[src/rtl/dmem_arbiter.sv]
// Data-memory arbiter: a core port and an external (optionally locking) port share one RAM with 1-cycle read latency.
// Zero-latency grant; read data returns the next cycle; a refused side is held off (mem_hold) or simply not acked.
module dmem_arbiter #(
  parameter int unsigned STARVE_MAX = 4
) (
  input  logic        clk,
  input  logic        Rst,
  input  logic [3:0]  core_en,
  input  logic        core_wea,
  input  logic        core_rea,
  input  logic [31:0] core_addr,
  input  logic [31:0] core_din,
  output logic [31:0] core_dout,
  output logic        mem_hold,
  input  logic        ext_req,
  input  logic        ext_lock,
  input  logic        ext_wea,
  input  logic [3:0]  ext_be,
  input  logic [31:0] ext_addr,
  input  logic [31:0] ext_din,
  output logic        ext_ack,
  output logic        ext_rvalid,
  output logic [31:0] ext_rdata,
  output logic [3:0]  ram_en,
  output logic        ram_wea,
  output logic        ram_rea,
  output logic [31:0] ram_addr,
  output logic [31:0] ram_din,
  input  logic [31:0] ram_dout
);

  localparam int CW = (STARVE_MAX < 1) ? 1 : $clog2(STARVE_MAX + 1);
  localparam logic [CW-1:0] STARVE_LIM = CW'(STARVE_MAX);

  typedef enum logic {SHARED, EXT_LOCKED} state_t;
  typedef enum logic [1:0] {TAG_NONE, TAG_CORE, TAG_EXT} tag_t;

  state_t        state_q, state_d;
  tag_t          tag_q, tag_d;
  logic [CW-1:0] starve_q, starve_d;
  logic          core_req, locked, grant_core, grant_ext;

  assign core_req = (|core_en) & (core_wea | core_rea);
  // The cycle ext_lock drops is already arbitrated as SHARED.
  assign locked   = (state_q == EXT_LOCKED) && ext_lock;

  always_ff @(posedge clk) begin
    if (Rst) begin
      state_q  <= SHARED;
      tag_q    <= TAG_NONE;
      starve_q <= '0;
    end else begin
      state_q  <= state_d;
      tag_q    <= tag_d;
      starve_q <= starve_d;
    end
  end

  always_comb begin
    state_d    = state_q;
    tag_d      = TAG_NONE;
    starve_d   = starve_q;
    grant_core = 1'b0;
    grant_ext  = 1'b0;
    if (!Rst) begin
      if (locked) begin
        grant_ext = ext_req;
      end else if (ext_req && (!core_req || starve_q == STARVE_LIM)) begin
        grant_ext = 1'b1;
      end else if (core_req) begin
        grant_core = 1'b1;
      end

      if (grant_ext || !ext_req) begin
        starve_d = '0;
      end else if (starve_q != STARVE_LIM) begin
        starve_d = starve_q + 1'b1;
      end

      state_d = ((grant_ext && ext_lock) || locked) ? EXT_LOCKED : SHARED;

      if (grant_core && core_rea && !core_wea) begin
        tag_d = TAG_CORE;
      end else if (grant_ext && !ext_wea) begin
        tag_d = TAG_EXT;
      end
    end
  end

  always_comb begin
    ram_en   = 4'h0;
    ram_wea  = 1'b0;
    ram_rea  = 1'b0;
    ram_addr = 32'h0;
    ram_din  = 32'h0;
    if (grant_ext) begin
      ram_en   = ext_be;
      ram_wea  = ext_wea;
      ram_rea  = !ext_wea;
      ram_addr = ext_addr;
      ram_din  = ext_din;
    end else if (grant_core) begin
      ram_en   = core_en;
      ram_wea  = core_wea;
      ram_rea  = core_rea;
      ram_addr = core_addr;
      ram_din  = core_din;
    end
  end

  assign ext_ack    = grant_ext;
  assign mem_hold   = core_req && !grant_core && !Rst;
  // Gating by Rst drops a read that was issued just before reset.
  assign core_dout  = (!Rst && tag_q == TAG_CORE) ? ram_dout : 32'h0;
  assign ext_rvalid = !Rst && tag_q == TAG_EXT;
  assign ext_rdata  = ext_rvalid ? ram_dout : 32'h0;

endmodule

[config.mk]
export PLATFORM = sky130hd
export DESIGN_NAME = dmem_arbiter
export DESIGN_NICKNAME = d
export VERILOG_FILES = /design/src/rtl/dmem_arbiter.sv
export SDC_FILE = /design/constraint.sdc
export NUM_CORES = 1
export LEC_CHECK = 0
export ABC_AREA = 1
export CELL_PAD_IN_SITES_DETAIL_PLACEMENT = 2
export CELL_PAD_IN_SITES_GLOBAL_PLACEMENT = 2
export CORE_UTILIZATION = 10
export DETAILED_ROUTE_END_ITERATION = 10
export PLACE_DENSITY = 0.95
export SLEW_MARGIN = 20
export SYNTH_ARGS = -nofsm -noshare
export SYNTH_HDL_FRONTEND = slang
export SYNTH_SLANG_ARGS = --single-unit
[constraint.sdc]
create_clock -name clk -period 1.8 [get_ports clk]
set_clock_uncertainty 0.05 [all_clocks]
set_input_delay 0.36 -clock clk [delete_from_list [all_inputs] [get_ports clk]]
set_output_delay 0.36 -clock clk [all_outputs]
set_load 0.05 [all_outputs]
# Word-level counts from Yosys, hierarchy flattened
# Index checks and enable logic that the tools add are counted.
# totals
in_bits	175
reg_bits	6
word_cells	57
output_inout_bits	137
# op_classes
reduce_logical	22
eq_ne	4
bitwise_logic	2
add_sub_neg	1
muxes	24
# op_table
operator	n
$mux 32	6
$mux 1	15
$logic_and 1x1->1	10
$mux 4	2
$logic_not 1->1	6
$reduce_or 2->1	2
$reduce_or 4->1	1
$add 3x1->3 const B	1
$eq 3x3->1 const B	1
$logic_or 1x1->1	3
$ne 3x3->1 const B	1
$eq 2x1->1 const B	1
$eq 2x2->1 const B	1
$mux 2	1
$and 1x1->1	1
$or 1x1->1	1

# Longest topological paths before layout
# Gate-level depths: netlist (run 1).
# depth
ltp_word	12
mapped_depth	10

# Least setup slack after synthesis (run 1)
# No wires, ideal clock.
# synth_timing
path_kind	input to output
start	in Rst
end	out ext_rdata[10]
path_buffers	1
required_ps	1390
cell_stages	4
t_arrival_ps	2643
slack_ps	-1253
path_cell_list	nor3_1 > inv_1 > buf_2 > nor2_1
# synth_via
elab_chain_len	3
# synth_rtl
item	line_no	source
start: declaration	7	input logic Rst,
$logic_not 1->1	115	assign ext_rvalid = !Rst && tag_q == TAG_EXT;
$logic_and 1x1->1	115	
$mux 32	116	assign ext_rdata = ext_rvalid ? ram_dout : 32'h0;
end: declaration	23	output logic [31:0] ext_rdata,
# Every way passes these cells.

# Worst setup path after layout (run 1)
# layout_timing
start	reg starve_q[0]
end	out ram_en[1]
# layout_via
elab_chain_len	9
elab_cells_between_ends	13
classes_between	eq/ne: 1; mux: 10; reduce/logical: 2
# layout_rtl
item	line_no	source
start: declaration	40	logic [CW-1:0] starve_q, starve_d;
start signal: assignment	55	starve_q <= starve_d;
$eq 3x3->1 *	68	end else if (ext_req && (!core_req || starve_q == STARVE_LIM)) begin
$logic_or 1x1->1 *	68	
$logic_and 1x1->1 *	68	
$mux 1	68	
$mux 1	66	if (locked) begin
$mux 1 (2 in series)	65	if (!Rst) begin
$mux 4	102	end else if (grant_core) begin
$mux 4 *	96	if (grant_ext) begin
end: declaration	24	output logic [3:0] ram_en,
# Mark *: on every way between the ends. The rest lies on a longest branch, timed or not. The select of a mux whose other input is x is not followed.

==> flow_summary_export.csv, run 1 <==
group,metric,value,unit
run_status,outcome,"finished with violations",
run_status,violations,"DRC, setup timing",
min_path,min_to,"tag_q[0]$_SDFF_PP0_",
floorplanning,die_area,19100,um^2
critical_path,crit_start,"starve_q[0]$_SDFFE_PP0P_",
clock_tree,cts_made_buffers,3,
global_routing,grt_pass1_wl,32600,um
detailed_routing,drt_iter0_markers,124,
timing,tightestPinTransition,0.310,ns
synth,ys_seq_elements,6,
critical_path,arrival,1.77,ns
synth,synth.avg_cell_area,4.80,um^2
timing,finalHoldViolCount,0,
critical_path,reg2reg_slack,0.26,ns
detailed_routing,wl_per_cell,25.0,um
synth,yosysSeqAreaShare,6.47,%
clock_tree,postCtsHoldBufs,0,
synth,synth_edf_count,0,
timing,rsz0062_at_grt,"yes",
clock_tree,clock_path_buffers,2,
run,maxCapViolCount,0,
power,p_per_area,334,nW/um^2
global_routing,grt_pass1_vias,5031,
detailed_routing,firstDrtPassIters,7,
timing,setup_viol,99,
critical_path,r2r-start,"starve_q[0]$_SDFFE_PP0P_",
floorplanning,core,18100,um^2
timing,maxSlewHeadroom,79.4,%
clock_tree,clk_pin_slew,0.04,ns
synth,synthTopCellsByArea,"nand2_1, nand3_1, nor2_1",
global_routing,grtUsageTotal,23.1,%
layout,drive_gt1_share,68.4,%
critical_path,crit_fanout,8,
detailed_routing,vias,4252,
timing,min_period,2.18,ns
synth,yosys.cell_count.top_type,"nand2_1",
floorplanning,fp-row-count,49,
clock_tree,cts_tree,"yes",
global_routing,antenna_found_initial,5,
clock_tree,cts_num_sinks,6,
power,p_sw_share,45.6,%
global_routing,grt_max_degree,18,
power,ir_worst_vdd,0.240,mV
critical_path,crit_required,1.39,ns
synth,syn_area,1860,um^2
global_routing,overflow,0,
synth,synthFlopType,"dfxtp_1",
min_path,whs_path_depth,4,
clock_tree,clk_latency,0.23,ns
critical_path,critPathKind,"register to output pin",
detailed_routing,vias_per_cell,4.32,
detailed_routing,drc,42,
floorplanning,die_h,138,um
critical_path,end_kind,"output pin",
synth,async_reset_ff_share,0,%
layout,fin_area,9520,um^2
synth,synth_top_area_share,30.1,%
clock_tree,cts-root-buf,"clkbuf_16",
timing,fin_ws,-0.384,ns
clock_tree,htree_levels,1,
placed_design,hpwl,14600,um
timing,fmax,0.458,GHz
synth,synth.distinct_cells,21,
detailed_routing,postRouteAntennaNets,0,
power,seqPwrFrac,4.4,%
timing,holdWs,0.469,ns
synth,ys_warn_count,0,
floorplanning,die_w,138,um
synth,syn_nets,564,
power,power_switching,1450,uW
layout,nets,930,
layout,synthToLayoutAreaGrowth,413,%
timing,drv_slew,0,
critical_path,startpoint_type,"register",
power,p_int,1730,uW
placed_design,port_buffers,311,
power,combPwrFrac,83.9,%
synth,synthTopCellsByCount,"nand2_1, nor2_1, nand3_1",
synth,synth_largest_area_cell,"nand2_1",
detailed_routing,wl,24600,um
critical_path,r2r_cells,10,
synth,synthesis.instances,387,
min_path,hold_class,"input port to register",
critical_path,r2r-end,"tag_q[1]$_SDFF_PP0_",
floorplanning,start_util,10.3,%
timing,fin_crit_sh,121,%
power,clkPwrFrac,11.6,%
placed_design,routabilityCongestion,0.795,
placed_design,place_area,7020,um^2
floorplanning,io_pins,312,
min_path,min_from,"Rst",
power,power_leakage,0.00394,uW
worst max path at each step:
| stage | to | slack, ns |
|---|---|---|
| after floorplan | ext_rdata[10] | -0.13 |
| after global placement | ram_addr[9] | -0.55 |
| after detailed placement | ram_addr[3] | -0.67 |
| after CTS | ram_en[1] | -0.36 |
| after global routing | ram_din[23] | -0.45 |
| final | ram_en[1] | -0.38 |
area by class of cell:
type | instances | area [um^2]
diodes | 4 | 10.0
inverters | 48 | 198
clock buffers | 3 | 75.1
multi-input cells | 305 | 3260
well taps | 229 | 287
flip-flops and latches | 6 | 128
repair buffers | 389 | 5560
fillers | 1714 | 8570
per-stage QoR:
step	TNS, ns	power (uW)	setup slack (ns)	util (%)	cells
2_1_floorplan	-5.12	1010	-0.134	-	387
5_1_grt	-32.97	3280	-0.448	52.6	984
3_5_place_dp	-62.82	2140	-0.671	38.8	932
3_3_place_gp	-55.56	2080	-0.554	38.8	932
4_1_cts	-24.24	2920	-0.357	48.3	970
6_report	-26.77	3170	-0.384	52.6	984
power by group through the flow:
stage	registers (uW)	clock network [uW]	logic (uW)
5_1_grt	141	386	2750
4_1_cts	141	371	2410
3_3_place_gp	142	0	1940
6_report	141	368	2670
2_1_floorplan	141	0	865
3_5_place_dp	142	0	1990
layer usage:
layer	GRT usage, %	routed length [um]	vias to the layer above
met1	21.8	8040	2038
met3	4.47	1260	56
li1	-	-	1929
met4	11.2	1010	2
met2	47.1	14200	227
met5	0	10	-
worst max-delay path, cell delays in order (launching register included):
cell,delay (ns)
dfxtp_2,0.33
inv_2,0.05
ha_4,0.16
nand2_4,0.09
o21ai_4,0.07
nor2_4,0.15
buf_12,0.20
clkbuf_16,0.19
nand2_2,0.09
nand2_4,0.08
buf_12,0.13
logic make-up (layout without fill, tap and decap cells):
family,after synthesis,after routing,share of synthesized area (%)
AOI/OAI and AO/OA,4,4,1.28
xor gates and xnor gates,1,1,0.472
adders and majority gates,2,2,1.35
buffers and inverters,76,440,20.9
DFF,6,6,6.47
other,0,4,0
and+or+nand+nor,298,298,69.5
sequential cells by signal, summed over array words and instances, names as in the netlist:
signal    count
starve_q      3
tag_q         2
state_q       1
cells in the final DEF, fill, tap and decap left out, types with 3 or more instances in the layout:
cell / count
nand3_2: 31
nand2_2: 33
nor2_4: 49
buf_8: 14
clkbuf_16: 11
nand3_4: 35
buf_6: 32
nor2_2: 18
buf_4: 26
nand2_1: 7
inv_1: 38
nand3_1: 8
inv_4: 4
nor3_1: 4
dlygate4sd2_1: 4
buf_12: 118
nand2_4: 106
dfxtp_2: 3
nand2_8: 4
diode_2: 4
inv_2: 5
clkdlybuf4s50_1: 165
buf_16: 16
repair_timing:
action                                  4_1_cts  5_1_grt
gates resized for setup                     263      141
buffers inserted                             20        6
pin swaps                                    27       44
endpoints found under the setup margin      137      125
gates cloned                                 17        8
No activity file was read; power rests on OpenSTA's default activity.
==> run 2: changes to the inputs <==
RECOVER_POWER = 50   (was unset)
==> results of run 2 <==
No change in the layout: final DEF, timing and power equal those of run 1.
==> run 3: changes to the inputs <==
SLEW_MARGIN = unset   (was 20)
==> results of run 3 <==
No change in the layout: final DEF, timing and power equal those of run 1.
